`src/rtl/tinyalu_pkg.sv`:
```
// Shared opcode encodings and FSM state type for the parametrised tiny ALU.
package tinyalu_pkg;

  localparam logic [2:0] OP_NOP = 3'b000;
  localparam logic [2:0] OP_ADD = 3'b001;
  localparam logic [2:0] OP_AND = 3'b010;
  localparam logic [2:0] OP_XOR = 3'b011;
  localparam logic [2:0] OP_MUL = 3'b100;

  typedef enum logic {
    ST_IDLE,
    ST_MUL
  } state_t;

  // True for every opcode whose result is pushed in the accepting cycle.
  function automatic logic op_is_single(input logic [2:0] op);
    return (op != OP_NOP) && (op != OP_MUL);
  endfunction

endpackage

```
`src/rtl/tinyalu_res_fifo.sv`:
```
// Generic synchronous FIFO holding ALU result entries; pointers wrap on DEPTH (power of 2).
module tinyalu_res_fifo #(
  parameter int WIDTH = 17,
  parameter int DEPTH = 4,
  localparam int AW = $clog2(DEPTH)
) (
  input  logic             clk,
  input  logic             rst_n,
  input  logic             push,
  input  logic [WIDTH-1:0] din,
  input  logic             pop,
  output logic [WIDTH-1:0] dout,
  output logic             full,
  output logic             empty,
  output logic [AW:0]      count
);

  logic [WIDTH-1:0] mem [DEPTH];
  logic [AW-1:0]    wr_ptr;
  logic [AW-1:0]    rd_ptr;
  logic             push_en;
  logic             pop_en;

  assign full    = (count == (AW+1)'(DEPTH));
  assign empty   = (count == '0);
  assign push_en = push & ~full;
  assign pop_en  = pop & ~empty;
  assign dout    = empty ? '0 : mem[rd_ptr];

  always_ff @(posedge clk or negedge rst_n) begin
    if (!rst_n) begin
      wr_ptr <= '0;
      rd_ptr <= '0;
      count  <= '0;
    end else begin
      if (push_en) wr_ptr <= wr_ptr + 1'b1;
      if (pop_en)  rd_ptr <= rd_ptr + 1'b1;
      case ({push_en, pop_en})
        2'b10:   count <= count + 1'b1;
        2'b01:   count <= count - 1'b1;
        default: count <= count;
      endcase
    end
  end

  always_ff @(posedge clk) begin
    if (push_en) mem[wr_ptr] <= din;
  end

endmodule

```
`src/rtl/tinyalu_param.sv`:
```
// Parametrised tiny ALU: valid/ready operand port, multi-cycle multiply, result FIFO with
// illegal-opcode error flag and a legacy one-cycle done pulse per result.
module tinyalu_param
  import tinyalu_pkg::*;
#(
  parameter int DATA_W     = 8,
  parameter int MUL_LAT    = 3,
  parameter int FIFO_DEPTH = 4
) (
  input  logic                clk,
  input  logic                rst_n,
  input  logic                in_valid,
  output logic                in_ready,
  input  logic [DATA_W-1:0]   A,
  input  logic [DATA_W-1:0]   B,
  input  logic [2:0]          op,
  output logic                out_valid,
  input  logic                out_ready,
  output logic [2*DATA_W-1:0] result,
  output logic                err,
  output logic                done,
  output logic                busy
);

  localparam int RES_W = 2 * DATA_W;
  localparam int CNT_W = (MUL_LAT > 1) ? $clog2(MUL_LAT) : 1;
  localparam int FC_W  = $clog2(FIFO_DEPTH) + 1;

  typedef struct packed {
    logic             err;
    logic [RES_W-1:0] result;
  } res_entry_t;

  state_t           state;
  state_t           state_nxt;
  logic [CNT_W-1:0] cnt;
  logic [DATA_W-1:0] a_q;
  logic [DATA_W-1:0] b_q;
  logic             accept;
  logic             push;
  res_entry_t       alu_entry;
  res_entry_t       mul_entry;
  res_entry_t       fifo_din;
  res_entry_t       head;
  logic             fifo_full;
  logic             fifo_empty;
  logic [FC_W-1:0]  unused_fifo_count;

  // Handshakes are strict valid/ready: a transfer happens on a rising clk edge where both
  // valid and ready are high. in_ready never looks at out_ready, and is low during reset.
  assign in_ready  = rst_n & (state == ST_IDLE) & ~fifo_full;
  assign accept    = in_valid & in_ready;
  assign busy      = (state == ST_MUL);
  assign out_valid = ~fifo_empty;
  assign result    = head.result;
  assign err       = head.err;

  always_comb begin
    alu_entry = '0;
    case (op)
      OP_ADD:          alu_entry.result = RES_W'(A) + RES_W'(B);
      OP_AND:          alu_entry.result = RES_W'(A & B);
      OP_XOR:          alu_entry.result = RES_W'(A ^ B);
      OP_NOP, OP_MUL:  alu_entry.result = '0;
      default:         alu_entry.err    = 1'b1;
    endcase
  end

  assign mul_entry.err    = 1'b0;
  assign mul_entry.result = RES_W'(a_q) * RES_W'(b_q);

  always_comb begin
    state_nxt = state;
    push      = 1'b0;
    fifo_din  = alu_entry;
    case (state)
      ST_IDLE: begin
        if (accept) begin
          if (op == OP_MUL)        state_nxt = ST_MUL;
          else if (op_is_single(op)) push    = 1'b1;
        end
      end
      ST_MUL: begin
        fifo_din = mul_entry;
        if (cnt == '0) begin
          push      = 1'b1;
          state_nxt = ST_IDLE;
        end
      end
    endcase
  end

  always_ff @(posedge clk or negedge rst_n) begin
    if (!rst_n) begin
      state <= ST_IDLE;
      cnt   <= '0;
      a_q   <= '0;
      b_q   <= '0;
      done  <= 1'b0;
    end else begin
      state <= state_nxt;
      done  <= push;
      if (accept && (op == OP_MUL)) begin
        a_q <= A;
        b_q <= B;
        cnt <= CNT_W'(MUL_LAT - 1);
      end else if ((state == ST_MUL) && (cnt != '0)) begin
        cnt <= cnt - 1'b1;
      end
    end
  end

  tinyalu_res_fifo #(
    .WIDTH (RES_W + 1),
    .DEPTH (FIFO_DEPTH)
  ) u_res_fifo (
    .clk   (clk),
    .rst_n (rst_n),
    .push  (push),
    .din   (fifo_din),
    .pop   (out_ready),
    .dout  (head),
    .full  (fifo_full),
    .empty (fifo_empty),
    .count (unused_fifo_count)
  );

endmodule

```
`config.mk`:
```
export PLATFORM = sky130hd
export DESIGN_NAME = tinyalu_param
export DESIGN_NICKNAME = d
export VERILOG_FILES = /design/src/rtl/tinyalu_pkg.sv /design/src/rtl/tinyalu_res_fifo.sv /design/src/rtl/tinyalu_param.sv
export SDC_FILE = /design/constraint.sdc
export NUM_CORES = 1
export LEC_CHECK = 0
export CAP_MARGIN = 15
export CORE_MARGIN = 2
export CORE_UTILIZATION = 53
export DETAILED_ROUTE_END_ITERATION = 10
export PLACE_DENSITY = 0.76
export SLEW_MARGIN = 20
export SYNTH_ARGS = -nofsm -noshare
export SYNTH_HDL_FRONTEND = slang
export SYNTH_SLANG_ARGS = --single-unit
```
`constraint.sdc`:
```
create_clock -name clk -period 5.69 [get_ports clk]
set_input_delay 1.138 -clock clk [delete_from_list [all_inputs] [get_ports clk]]
set_output_delay 1.138 -clock clk [all_outputs]
set_load 0.005 [all_outputs]
```
# Yosys cells after proc, flatten, opt, wreduce, memory -nomap -nowiden
# Memories as Yosys holds them, arrays and structs flattened.
# Index checks and enable logic that the tools add are counted.
# Widths: inputs -> output; s select.
word_totals:
  ff_bits: 27
  word_cells: 63
  in_bits: 23
  mem_bits_rw: 68
  output_inout_bits: 21
  mem_count: 1
mem_list:
  columns: ["name", "words", "width", "read_ports", "rd_clocked_by_memory_dff", "wr", "line", "source"]
  rows:
  - ["u_res_fifo.mem", 4, 17, 1, 0, 1, "tinyalu_res_fifo.sv:18", "logic [WIDTH-1:0] mem [DEPTH];"]
op_classes:
  bitwise_logic: 10
  muxes: 18
  addsub: 6
  n_eq_ne: 8
  n_reduce_logical: 11
  mul: 1
ops:
  columns: ["op", "count"]
  rows:
  - ["$mux 17", 2]
  - ["$pmux 9 s3", 1]
  - ["$mul 8x8->16", 1]
  - ["$mux 1", 10]
  - ["$add 8x8->9", 1]
  - ["$and 8x8->8", 1]
  - ["$xor 8x8->8", 1]
  - ["$eq 3x2->1 const B", 2]
  - ["$eq 3x3->1 const B", 2]
  - ["$logic_not 3->1", 2]
  - ["$pmux 3 s2", 1]
  - ["$reduce_bool 2->1", 3]
  - ["$and 1x1->1", 5]
  - ["$reduce_or 5->1", 1]
  - ["$add 2x1->2 const B", 2]
  - ["$mux 2", 2]
  - ["$pmux 1 s2", 2]
  - ["$add 3x1->3 const B", 1]
  - ["$eq 3x1->1 const B", 1]
  - ["$logic_and 1x1->1", 3]
  - ["$ne 3x3->1 const B", 1]
  - ["$not 1->1", 3]
  - ["$reduce_bool 3->1", 1]
  - ["$sub 3x1->3 const B", 1]
  - ["4 further kinds", 4]

# Logic depth before layout (Yosys ltp)
# Gate-level depths: netlist (run 1).
depth:
  ltp_word: 9
  mapped_depth: 15

# By module
# Synthesis (run 1) repeated with hierarchy kept, for this count alone.
unflattened:
  cells_unflattened: 531
  hier_area_um2: 6571.3
by_module_without_submodules:
  columns: ["mod", "instances", "seq_area_each_um2", "area_per_inst_um2", "cells_each"]
  rows:
  - ["tinyalu_param", 1, 500.5, 3480.8, 385]
  - ["tinyalu_res_fifo", 1, 2217.1, 3090.5, 146]

# Worst setup path before layout (run 1)
# OpenSTA, ideal clock, no wires.
synth_path:
  path_kind: "register to register"
  start: "register a_q[1]"
  end: "memory u_res_fifo.mem[0][15], data pin"
  path_stages_with_launch: 13
  slack_ps: 1287
  arrival_ps: 4130
  synth_period_minus_slack_ps: 4403
  t_required_ps: 5417
  cell_sequence: "dfrtp_1 > and2_1 > fa_1 > fa_1 > fa_1 > inv_1 > fa_1 > inv_1 > ha_1 > a21oi_1 > a21oi_2 > a221oi_2 > mux2_1"
synth_lines:
  columns: ["item", "line", "source"]
  rows:
  - ["start, declared", "tinyalu_param.sv:37", "logic [DATA_W-1:0] a_q;"]
  - ["start signal, assigned", "tinyalu_param.sv:97", "a_q <= '0;"]
  - ["start signal, assigned", "tinyalu_param.sv:104", "a_q <= A;"]
  - ["end, declared", "tinyalu_res_fifo.sv:18", null]

==> results.env, run 1 <==
MOST_COMMON_FLOP_CELL_MAPPED_BY_YOSYS='sky130_fd_sc_hd__edfxtp_1'
AREA_SHARE_OF_THE_LEADING_CELL_TYPE_IN_THE_SYNTHESIZED_NETLIST_PCT=31.0
N_ANTENNA_CELL=0
FINAL.SETUP_SKEW_NS=0.00799
FINAL_NETS=692
MAXCAPVIOLATIONS=0
FINAL_LAYOUT_SIZE_SUFFIX_GT1_SHARE_PCT=9.56
SYNTH.YOSYS.WARNINGS=0
VIA_COUNT=4082
CLOCK-ROOT-BUFFER='sky130_fd_sc_hd__clkbuf_16'
NETLIST-CELL-TYPE-COUNT=60
SYNTHESIS.AREA_SQ_UM=6590
DRT_PRE_ANTENNA_ITERS=4
FF2FF_PATH_DEPTH=13
WORST_SETUP_PATH_END_KIND='register'
TIMING.SETUP.TNS_NS=0
INITIAL_CORE_UTILIZATION_PCT=54.6
POST_SYNTH_INST_COUNT=535
GLOBAL_ROUTE_WIRE_LENGTH_BEFORE_REPAIR_UM=21300
CRITICALPATHCATEGORY='register to register'
NET-SWITCHING-POWER_mW=1.91
ROUTED_WIRE_LENGTH_UM=13000
MAXSLEWVIOLCOUNT=0
CLKLATENCYLATEPIN_NS=0.35
CTS.SINK_COUNT=95
DRTITER0DRC=218
NFILLCELLS=953
CTS_SETUP_BUFFERS=0
WORST_SETUP_PATH_START_KIND='register'
CTS_TREE='yes'
ANTENNA_VIOLATIONS_BEFORE_REPAIR=0
PLACEABLECOREAREA_SQ_UM=12100
FP.DIEW_UM=115
VDD_DROP_MAX_mV=0.231
DP_HPWL_UM=10200
YOSYS-TOP-CELLS-AREA='sky130_fd_sc_hd__edfxtp_1, sky130_fd_sc_hd__fa_1, sky130_fd_sc_hd__dfrtp_1'
WORST-ENDPOINT-ARRIVAL_NS=4.90
POWER_FRAC_SEQ_PCT=25.3
P_INT_mW=2.52
ROUTE.ANTENNA.REMAINING_NETS=0
VIAS_PER_CELL=5.41
WORSTMARGINPINSLEW_NS=0.887
YS_SEQ_ELEMENTS=95
PLACE_CONGESTION=0.878
DETAIL_ROUTE.WL_PER_CELL_UM=17.2
DRC=0
CTS_REPAIR_RESIZE_COUNT=0
POWER.LEAKAGE_nW=3.14
AREAGROWTHSYNTHTOFINISH_PCT=13.2
SEQ_AREA_FRAC_SYNTH_PCT=41.3
SYNTH_COMMON_CELLS='sky130_fd_sc_hd__and2_1, sky130_fd_sc_hd__edfxtp_1, sky130_fd_sc_hd__inv_1, sky130_fd_sc_hd__ha_1, sky130_fd_sc_hd__fa_1'
SHARE_COMB_OF_TOTAL_POWER_PCT=61.8
GRT_SETUP_UNREPAIRED='false'
SYNTHMOSTINSTANTIATEDCELL='sky130_fd_sc_hd__and2_1'
IOS=44
NUMBER_OF_BUFFERS_ADDED_BY_THE_CLOCK_TREE_SYNTHESIS_STEP=9
FINAL_CELL_AREA_SQ_UM=7460
SW_FRAC_OF_TOTAL_PCT=43.1
WORST_HOLD_PATH_TYPE='register to register'
CRITICAL_PATH.MAX_FANOUT=9
NUMBER_OF_GLOBAL_ROUTE_VIAS_BEFORE_REPAIR=4231
PLACEMENT_ROWS=40
TIMING.FINAL.SETUP_VIOLATIONS=0
DIE_AREA_SQ_UM=13300
H-TREE-DEPTH=3
CP.REQUIRED_NS=5.76
PORT_BUFFERS=43
GRT_START_MAX_NET_PINS=21
CLOCK_SLEW_AT_REPORTED_PATH_FFS_NS=0.07
RUN_STATUS='finished, final reports clean'
CLOCK_POWER_SHARE_PCT=12.9
WORST_SLEW_MARGIN_REL_PCT=40.9
TIMING.FINAL.CRIT_SHARE_PCT=84.9
MAX_CLOCK_FREQ_MHz=207
SYNTH.NET_COUNT=646
TIMING.FINAL.CRIT_PERIOD_NS=4.83
HOLD_BUFFERS=0
SYNTH_ASYNC_SR_FLOP_SHARE_PCT=28.4
GLOBALROUTEOVERFLOWTOTAL=0
MAXIMUM_BUFFER_DEPTH_OF_THE_CLOCK_TREE=2
SYNTH_ENABLE_FLOP_CELLS=68
GRT.TOTAL_USAGE_PCT=21.0
SYN-MEAN-INSTANCE-AREA_SQ_UM=12.3
DIE_H_UM=115
POST-SYNTH-TOP-AREA-CELL='sky130_fd_sc_hd__edfxtp_1'
TIMING.HOLD.WORST_PATH_DEPTH=1
FINAL_HOLD_VIOL_COUNT=0
P_PER_AREA_nW_PER_UM2=594
PLACEDINSTANCEAREA_SQ_UM=7180
layout by cell type, fill, tap and decap left out, types with 7 or more instances in the layout:
cell,n
sky130_fd_sc_hd__ha_1,50
sky130_fd_sc_hd__clkbuf_16,9
sky130_fd_sc_hd__mux4_2,17
sky130_fd_sc_hd__inv_1,58
sky130_fd_sc_hd__fa_1,38
sky130_fd_sc_hd__edfxtp_1,68
sky130_fd_sc_hd__mux2_2,12
sky130_fd_sc_hd__and2_1,76
sky130_fd_sc_hd__xor2_1,7
sky130_fd_sc_hd__a21oi_1,8
sky130_fd_sc_hd__clkdlybuf4s50_1,43
sky130_fd_sc_hd__dfrtp_1,27
sky130_fd_sc_hd__nor2_1,19
sky130_fd_sc_hd__o21ai_0,14
sky130_fd_sc_hd__mux2_1,9
sky130_fd_sc_hd__nand2_1,32
sky130_fd_sc_hd__mux2i_1,9
registers in the layout, indices dropped and copies added, names as in the netlist:
signal / flops
u_res_fifo.mem: 68
b_q: 8
done: 1
a_q: 8
u_res_fifo.rd_ptr: 2
u_res_fifo.count: 3
u_res_fifo.wr_ptr: 2
busy: 1
cnt: 2
final timing paths:
check,slack (ns),end,from
max,0.86,u_res_fifo.mem[2][14],a_q[2]
min,0.51,cnt[1],cnt[1]
max reg2reg,0.86,u_res_fifo.mem[2][14],a_q[2]
min reg2reg,0.51,cnt[1],cnt[1]
max in group asynchronous,3.86,b_q[6],rst_n
min in group asynchronous,1.17,u_res_fifo.wr_ptr[0],rst_n
cells by family after synthesis:
family | after synthesis | synth area share (%)
xor+xnor | 13 | 1.73
simple gates | 156 | 13.4
compound gates | 66 | 7.45
buf+inv | 70 | 4.41
fa+ha+maj | 88 | 21.0
flops | 95 | 41.3
mux | 47 | 10.8
through the flow:
| step | worst slack, ns | total power [mW] | std cells | util, % | hold slack [ns] |
|---|---|---|---|---|---|
| after global routing | 0.588 | 4.87 | 754 | 61.8 | 0.535 |
| after CTS | 0.884 | 4.44 | 754 | 61.8 | 0.518 |
| after global placement | 1.11 | 3.73 | 738 | 59.5 | 0.468 |
| after detailed placement | 0.939 | 3.85 | 738 | 59.5 | 0.503 |
| after floorplan | 1.29 | 3.11 | 535 | - | 0.459 |
| final | 0.859 | 4.43 | 754 | 61.8 | 0.510 |
layout make-up:
type / count / area [sq um] / area share, %
Clock buffer: 12 / 246 / 3.31
Clock inverter: 4 / 27.5 / 0.369
Inverter: 59 / 221 / 2.97
Multi-Input combinational cell: 370 / 3580 / 48.0
Sequential cell: 95 / 2720 / 36.4
Tap cell: 168 / 210 / 2.82
Timing Repair Buffer: 46 / 453 / 6.07
routing by layer:
metal / up-vias / track usage, % / wire length, um
met5: - / 0 / 0
met3: 12 / 3.87 / 495
met2: 69 / 35.2 / 6350
met4: 0 / 5.62 / 145
met1: 2025 / 28.5 / 5980
li1: 1976 / - / -
critical path: stages (launching register included):
cell and delay [ns]:
sky130_fd_sc_hd__dfrtp_1 0.47, sky130_fd_sc_hd__and2_1 0.22, sky130_fd_sc_hd__fa_1 0.50, sky130_fd_sc_hd__fa_1 0.52
sky130_fd_sc_hd__fa_1 0.54, sky130_fd_sc_hd__inv_1 0.05, sky130_fd_sc_hd__fa_1 0.52, sky130_fd_sc_hd__inv_1 0.04
sky130_fd_sc_hd__ha_1 0.38, sky130_fd_sc_hd__a21oi_1 0.34, sky130_fd_sc_hd__nand2_1 0.12, sky130_fd_sc_hd__o211ai_1 0.21
sky130_fd_sc_hd__a21boi_0 0.14, sky130_fd_sc_hd__nor3b_1 0.49
power groups by stage:
| stage | logic [mW] | registers, mW | clock network [mW] |
|---|---|---|---|
| after CTS | 2.74 | 1.12 | 0.579 |
| after global placement | 2.61 | 1.12 | 0 |
| after floorplan | 2.08 | 1.03 | 0 |
| after global routing | 3.11 | 1.15 | 0.608 |
| after detailed placement | 2.71 | 1.14 | 0 |
| final | 2.74 | 1.12 | 0.572 |
No activity file was read; power rests on OpenSTA's default activity.
==> run 2: changes to the inputs <==
PLACE_DENSITY = 0.79   (was 0.76)
clock period = 3.9 ns   (was 5.69 ns; I/O delays follow)
==> run 2 against run 1 <==
The flow now finishes with violations (negative setup slack); clock skew is essentially flat; cell area is 9.6% higher; worst setup slack worse by 1.2 ns; flip-flop and latch count unchanged; clock-buffer cell count fell by 2; cell count grew 6.8%; sequential share of layout area fell by 3.1 points; utilization up 6.0 points; routed wire length is 4.7% higher; die area stayed put.
==> results.env, run 2 (synthesis results as in run 1) <==
TIMING.FINAL.CRIT_SHARE_PCT=108  # +23 points
DIE_AREA_SQ_UM=13300  # unchanged
TIMING.SETUP.TNS_NS=-5.81  # -5.81 ns
LARGEST_REGISTER_FFS=68  # unchanged
HOLD_BUFFERS=0  # unchanged
DIE_H_UM=115  # unchanged
TIMING.HOLD.WORST_PATH_DEPTH=1  # unchanged
FP.DIEW_UM=115  # unchanged
GLOBALROUTEOVERFLOWTOTAL=0  # unchanged
R2R_START='b_q[7]'
NUMBER_OF_GLOBAL_ROUTE_VIAS_BEFORE_REPAIR=4483  # +6.0%
FINAL_HOLD_VIOL_COUNT=0  # unchanged
DETAIL_ROUTE.WL_PER_CELL_UM=16.9  # -1.9%
CTS_TREE='yes'
MAX_CLOCK_FREQ_MHz=238  # +15%
NUMBER_OF_BUFFERS_ADDED_BY_THE_CLOCK_TREE_SYNTHESIS_STEP=9  # unchanged
AREAGROWTHSYNTHTOFINISH_PCT=24.1
WORST_SETUP_PATH_START_KIND='register'
WORST-ENDPOINT-ARRIVAL_NS=4.29  # -0.61 ns
H-TREE-DEPTH=3  # unchanged
FINAL.SETUP_SKEW_NS=0.00812  # +0.000133 ns
REG_TOP3='u_res_fifo.mem (68), a_q (8), b_q (8)'
FF2FF_PATH_DEPTH=13  # unchanged
REGISTERS.TOP_BY_FF_COUNT='u_res_fifo.mem'
FINAL_CRITICAL_PATH_SETUP_SLACK_NS=-0.299  # -1.16 ns
ROUTED_WIRE_LENGTH_UM=13600  # +4.7%
ROUTE.ANTENNA.REMAINING_NETS=0  # unchanged
FAILED_CHECKS='negative setup slack'
CP.REQUIRED_NS=4.00  # -1.76 ns
IOS=44  # unchanged
PLACE_CONGESTION=0.861  # -2.0%
CLOCK_SLEW_AT_REPORTED_PATH_FFS_NS=0.07  # about the same
FINAL_NETS=744  # +7.5%
WORSTMARGINPINSLEW_NS=0.848  # -0.0394 ns
TIMING.FINAL.SETUP_VIOLATIONS=32  # +32
DP_HPWL_UM=10400  # +1.8%
VIA_COUNT=4389  # +7.5%
CLKLATENCYLATEPIN_NS=0.35  # about the same
DRC=0  # unchanged
CTS.SINK_COUNT=95  # unchanged
CRIT_PATH_END='u_res_fifo.mem[0][15]'
MAXCAPVIOLATIONS=0  # unchanged
MAXIMUM_BUFFER_DEPTH_OF_THE_CLOCK_TREE=2  # unchanged
R2R_ENDPOINT='u_res_fifo.mem[0][15]'
CRITICAL_PATH.MAX_FANOUT=7  # -2
PLACEABLECOREAREA_SQ_UM=12100  # unchanged
DRT_PRE_ANTENNA_ITERS=5  # +1
GLOBAL_ROUTE_WIRE_LENGTH_BEFORE_REPAIR_UM=22300  # +4.4%
REG2REG_SLACK_NS=-0.30  # -1.16 ns
CRIT_PATH_START='b_q[7]'
CLOCK-ROOT-BUFFER='sky130_fd_sc_hd__clkbuf_16'
PORT_BUFFERS=43  # unchanged
GRT_SETUP_UNREPAIRED='true'
TIMING.FINAL.CRIT_PERIOD_NS=4.20  # -0.632 ns
ANTENNA_VIOLATIONS_BEFORE_REPAIR=0  # unchanged
RUN_STATUS='finished with violations'
GRT.TOTAL_USAGE_PCT=21.8  # +0.80 points
MAXSLEWVIOLCOUNT=0  # unchanged
VIAS_PER_CELL=5.45  # +0.71%
INITIAL_CORE_UTILIZATION_PCT=54.6  # unchanged
DRTITER0DRC=249  # +14%
WORST_HOLD_PATH_TYPE='register to register'
GRT_START_MAX_NET_PINS=22  # +4.8%
FINAL_LAYOUT_SIZE_SUFFIX_GT1_SHARE_PCT=26.8  # +17 points
PLACEMENT_ROWS=40  # unchanged
CRITICALPATHCATEGORY='register to register'
WORST_SETUP_PATH_END_KIND='register'
WORST_SLEW_MARGIN_REL_PCT=43.5  # +2.6 points
MOSTFREQUENTLAYOUTCELLS='sky130_fd_sc_hd__edfxtp_1, sky130_fd_sc_hd__and2_1, sky130_fd_sc_hd__inv_1'
N_ANTENNA_CELL=0  # unchanged
LAYOUT.CELLS.MOST_COMMON='sky130_fd_sc_hd__edfxtp_1'
==> run 2: worst min path at each step <==
stage	start	end	slack [ns]
2_1_floorplan	cnt[1]	cnt[1]	0.46
3_3_place_gp	cnt[1]	cnt[1]	0.47
3_5_place_dp	cnt[1]	cnt[1]	0.48
4_1_cts	cnt[1]	cnt[1]	0.50
5_1_grt	cnt[1]	cnt[1]	0.53
6_report	cnt[1]	cnt[1]	0.50
==> run 2: repair_timing <==
| item | CTS | global route |
|---|---|---|
| gates cloned | 0 | 0 |
| setup buffers | 0 | 4 |
| resized for setup | 39 | 22 |
| setup endpoints to repair | 44 | 44 |
| pin swaps | 12 | 21 |
==> run 2: stage by stage <==
stage	hold WS (ns)	setup slack [ns]	std cells	util (%)	area, sq um
4_1_cts	0.500	-0.271	801	66.9	8070
6_report	0.498	-0.299	805	67.8	8180
2_1_floorplan	0.459	-0.149	535	-	6690
3_5_place_dp	0.485	-0.403	786	63.4	7640
5_1_grt	0.528	-0.432	805	67.8	8180
3_3_place_gp	0.468	-0.258	786	63.4	7640
==> run 2: area by class of cell <==
| cell class | instances | area, sq um |
|---|---|---|
| fill | 865 | 3890 |
| multi-input combinational | 370 | 3870 |
| sequential | 95 | 2730 |
| timing repair buffer | 98 | 862 |
| clock buffer | 10 | 229 |
| inverter | 59 | 221 |
| tap | 168 | 210 |
| clock inverter | 5 | 57.6 |
==> run 2: worst max-delay path, stage by stage (launching register included) <==
cell and delay [ns]:
sky130_fd_sc_hd__dfrtp_2 0.46, sky130_fd_sc_hd__and2_4 0.17, sky130_fd_sc_hd__fa_1 0.56, sky130_fd_sc_hd__fa_1 0.43, sky130_fd_sc_hd__fa_1 0.49, sky130_fd_sc_hd__inv_1 0.05, sky130_fd_sc_hd__fa_1 0.49, sky130_fd_sc_hd__inv_2 0.04
sky130_fd_sc_hd__ha_4 0.29, sky130_fd_sc_hd__o211a_1 0.20, sky130_fd_sc_hd__o31ai_4 0.09, sky130_fd_sc_hd__a21oi_2 0.23, sky130_fd_sc_hd__a221oi_2 0.11, sky130_fd_sc_hd__mux2_4 0.33
==> run 2: per-layer routing <==
layer  part of all wire [%]  GRT usage (%)
met1                     44           28.9
met2                     51           36.9
met3                    3.9           3.97
met4                    1.5           6.83
met5                      0              0
Power of run 2 is left out: the tool's default activity adds up to more than one toggle a clock period on the data nets, which glitch-free logic cannot reach.
==> edit: new RTL, config.mk and constraints of run 2 <==
Change the parameter `MUL_LAT` from 3 to 6.
--- a/src/rtl/tinyalu_param.sv
+++ b/src/rtl/tinyalu_param.sv
@@ -4,7 +4,7 @@
   import tinyalu_pkg::*;
 #(
   parameter int DATA_W     = 8,
-  parameter int MUL_LAT    = 3,
+  parameter int MUL_LAT    = 6,
   parameter int FIFO_DEPTH = 4
 ) (
   input  logic                clk,
Formal check against the unedited RTL: not equivalent (Yosys sat finds a counterexample within 10 cycles, from zero or initial values and one cycle with rst_n low).
==> edit against run 2 <==
The flow still finishes with violations (setup timing); setup slack better by 0.097 ns; sequential cell count increased by 1; worst hold slack improved by 0.020 ns; critical path depth unchanged; routed wire length is 6.2% higher; synthesized area rose by 1.9%; via count increased by 3.1%; clock skew barely moved; design area rose by 1.5%.
==> edit: results (changes against run 2) <==
Logic synthesis
  – Syn Nets: 661 (+2.3%)
  – XOR/XNOR Fraction of Synth Area: 0.01565 (-0.001630)
  – Synth area leaders: edfxtp_1 30%, fa_1 11%, dfrtp_1 10%
  – Post-synthesis sequential area ratio: 0.4085 (-0.004038)
  – Asr flop ratio synth: 0.2917 (+0.007456)
  – Synth Area in Compound Gates: 0.06597 (-0.008483)
  – Adder-Cell Fraction of Synth Area: 0.2083 (-0.002097)
  – Mux share of post-synthesis cell area: 0.1146 (+0.006918)
  – Cell variety after synth: 55 (-8.3%)
  – Yosys warnings: 0 (unchanged)

Global routing
  – Met1 GRT Util: 0.3053 (+0.01601)
  – GRT Overall Usage: 0.2231 (+0.004650)
  – Routing usage on met3: 0.03736 (-0.002385)
  – Met2 Usage GRT: 0.3729 (+0.004057)
  – Largest net degree at the start of global routing: 21 (-4.5%)

Place
  – Post-DP HPWL: 10590 µm (+1.8%)
  – Pre-CTS setup slack: -0.3164 ns (+0.08621 ns)

Hold path
  – Hold Path End: u_res_fifo.count[0]

STA
  – WHS: 0.5180 ns (+0.02011 ns)
  – TNS Setup: -5.612 ns (+0.2001 ns)
  – Final setup viols: 40 (+25%)
  – Worst Skew: 0.007906 ns (-0.0002187 ns)
  – Worst slew margin: 0.4417 (+0.006816)
  – Setup WS post-layout: -0.2024 ns (+0.09661 ns)

Final layout
  – Fillers: 898 (+3.8%)
  – Biggest regs: u_res_fifo.mem x68, a_q x8, b_q x8
  – Nets@finish: 760 (+2.2%)

Worst setup path
  – Reg2reg end: u_res_fifo.mem[1][14]
  – Worst r2r src: b_q[2]

Detailed routing
  – Met1 Wirelength: 6391 µm (+7.0%)
  – Highest routing layer actually used: met4
  – Routed length on met2: 7254 µm (+5.7%)
  – Met3 Wirelength: 537 µm (+0.19%)
  – Vias: 4523 (+3.1%)
  – Initial DRC count: 319 (+28%)

Run status
  – Status: finished, violations left
  – Failing checks: setup timing

Clock network
  – Post-CTS Setup Repair Bufs: 8 (+8)
  – TritonCTS Buffers: 9 (unchanged)
  – H-tree depth: 3 (unchanged)
-- edit: cell types whose count changed after synthesis, moves of 4 or more --
cell      before  now
a211oi_1       6    2
clkbuf_1       2    7
nor2_1        19   11
mux2_4         0   16
o21bai_1       4    0
nand4_1        0    4
mux2_1         9    0
a21oi_1        8   18
nor3_1         5   10
mux2_2        12    5
-- edit: cells by family after synthesis --
| group | after synthesis |
|---|---|
| compound gates | 64 |
| xor+xnor | 12 |
| fa+ha+maj | 89 |
| buf+inv | 77 |
| flops | 96 |
| mux | 47 |
| simple gates | 164 |
-- edit: worst reg2reg max path, stage by stage (launching register included) --
cell      delay [ns]
dfrtp_2         0.45
and2_4          0.16
fa_1            0.57
fa_1            0.43
fa_1            0.49
inv_1           0.05
fa_1            0.48
inv_2           0.05
ha_4            0.22
a21o_1          0.19
a21oi_2         0.16
o21ai_1         0.09
a221oi_1        0.27
nand3_1         0.20
-- edit: layout make-up --
| class | count | area share |
|---|---|---|
| inverters | 62 | 0.02806 |
| clock inverters | 7 | 0.005431 |
| repair buffers | 103 | 0.1098 |
| multi-input cells | 376 | 0.4714 |
| flip-flops and latches | 96 | 0.3322 |
| clock buffers | 9 | 0.02715 |
| well taps | 172 | 0.02595 |
-- edit: worst max path at each step --
stage	start	to
floorplan	a_q[7]	u_res_fifo.mem[0][14]
global placement	a_q[3]	u_res_fifo.mem[0][12]
detailed placement	a_q[3]	u_res_fifo.mem[2][9]
CTS	b_q[2]	u_res_fifo.mem[1][15]
global route	b_q[2]	u_res_fifo.mem[3][14]
finish	b_q[2]	u_res_fifo.mem[1][14]
-- edit: stage by stage --
stage | power, mW | std cells
after floorplan | 4.921 | 549
after detailed placement | 6.491 | 796
after global placement | 6.309 | 796
after CTS | 7.714 | 820
final | 7.945 | 825
after global routing | 8.633 | 825
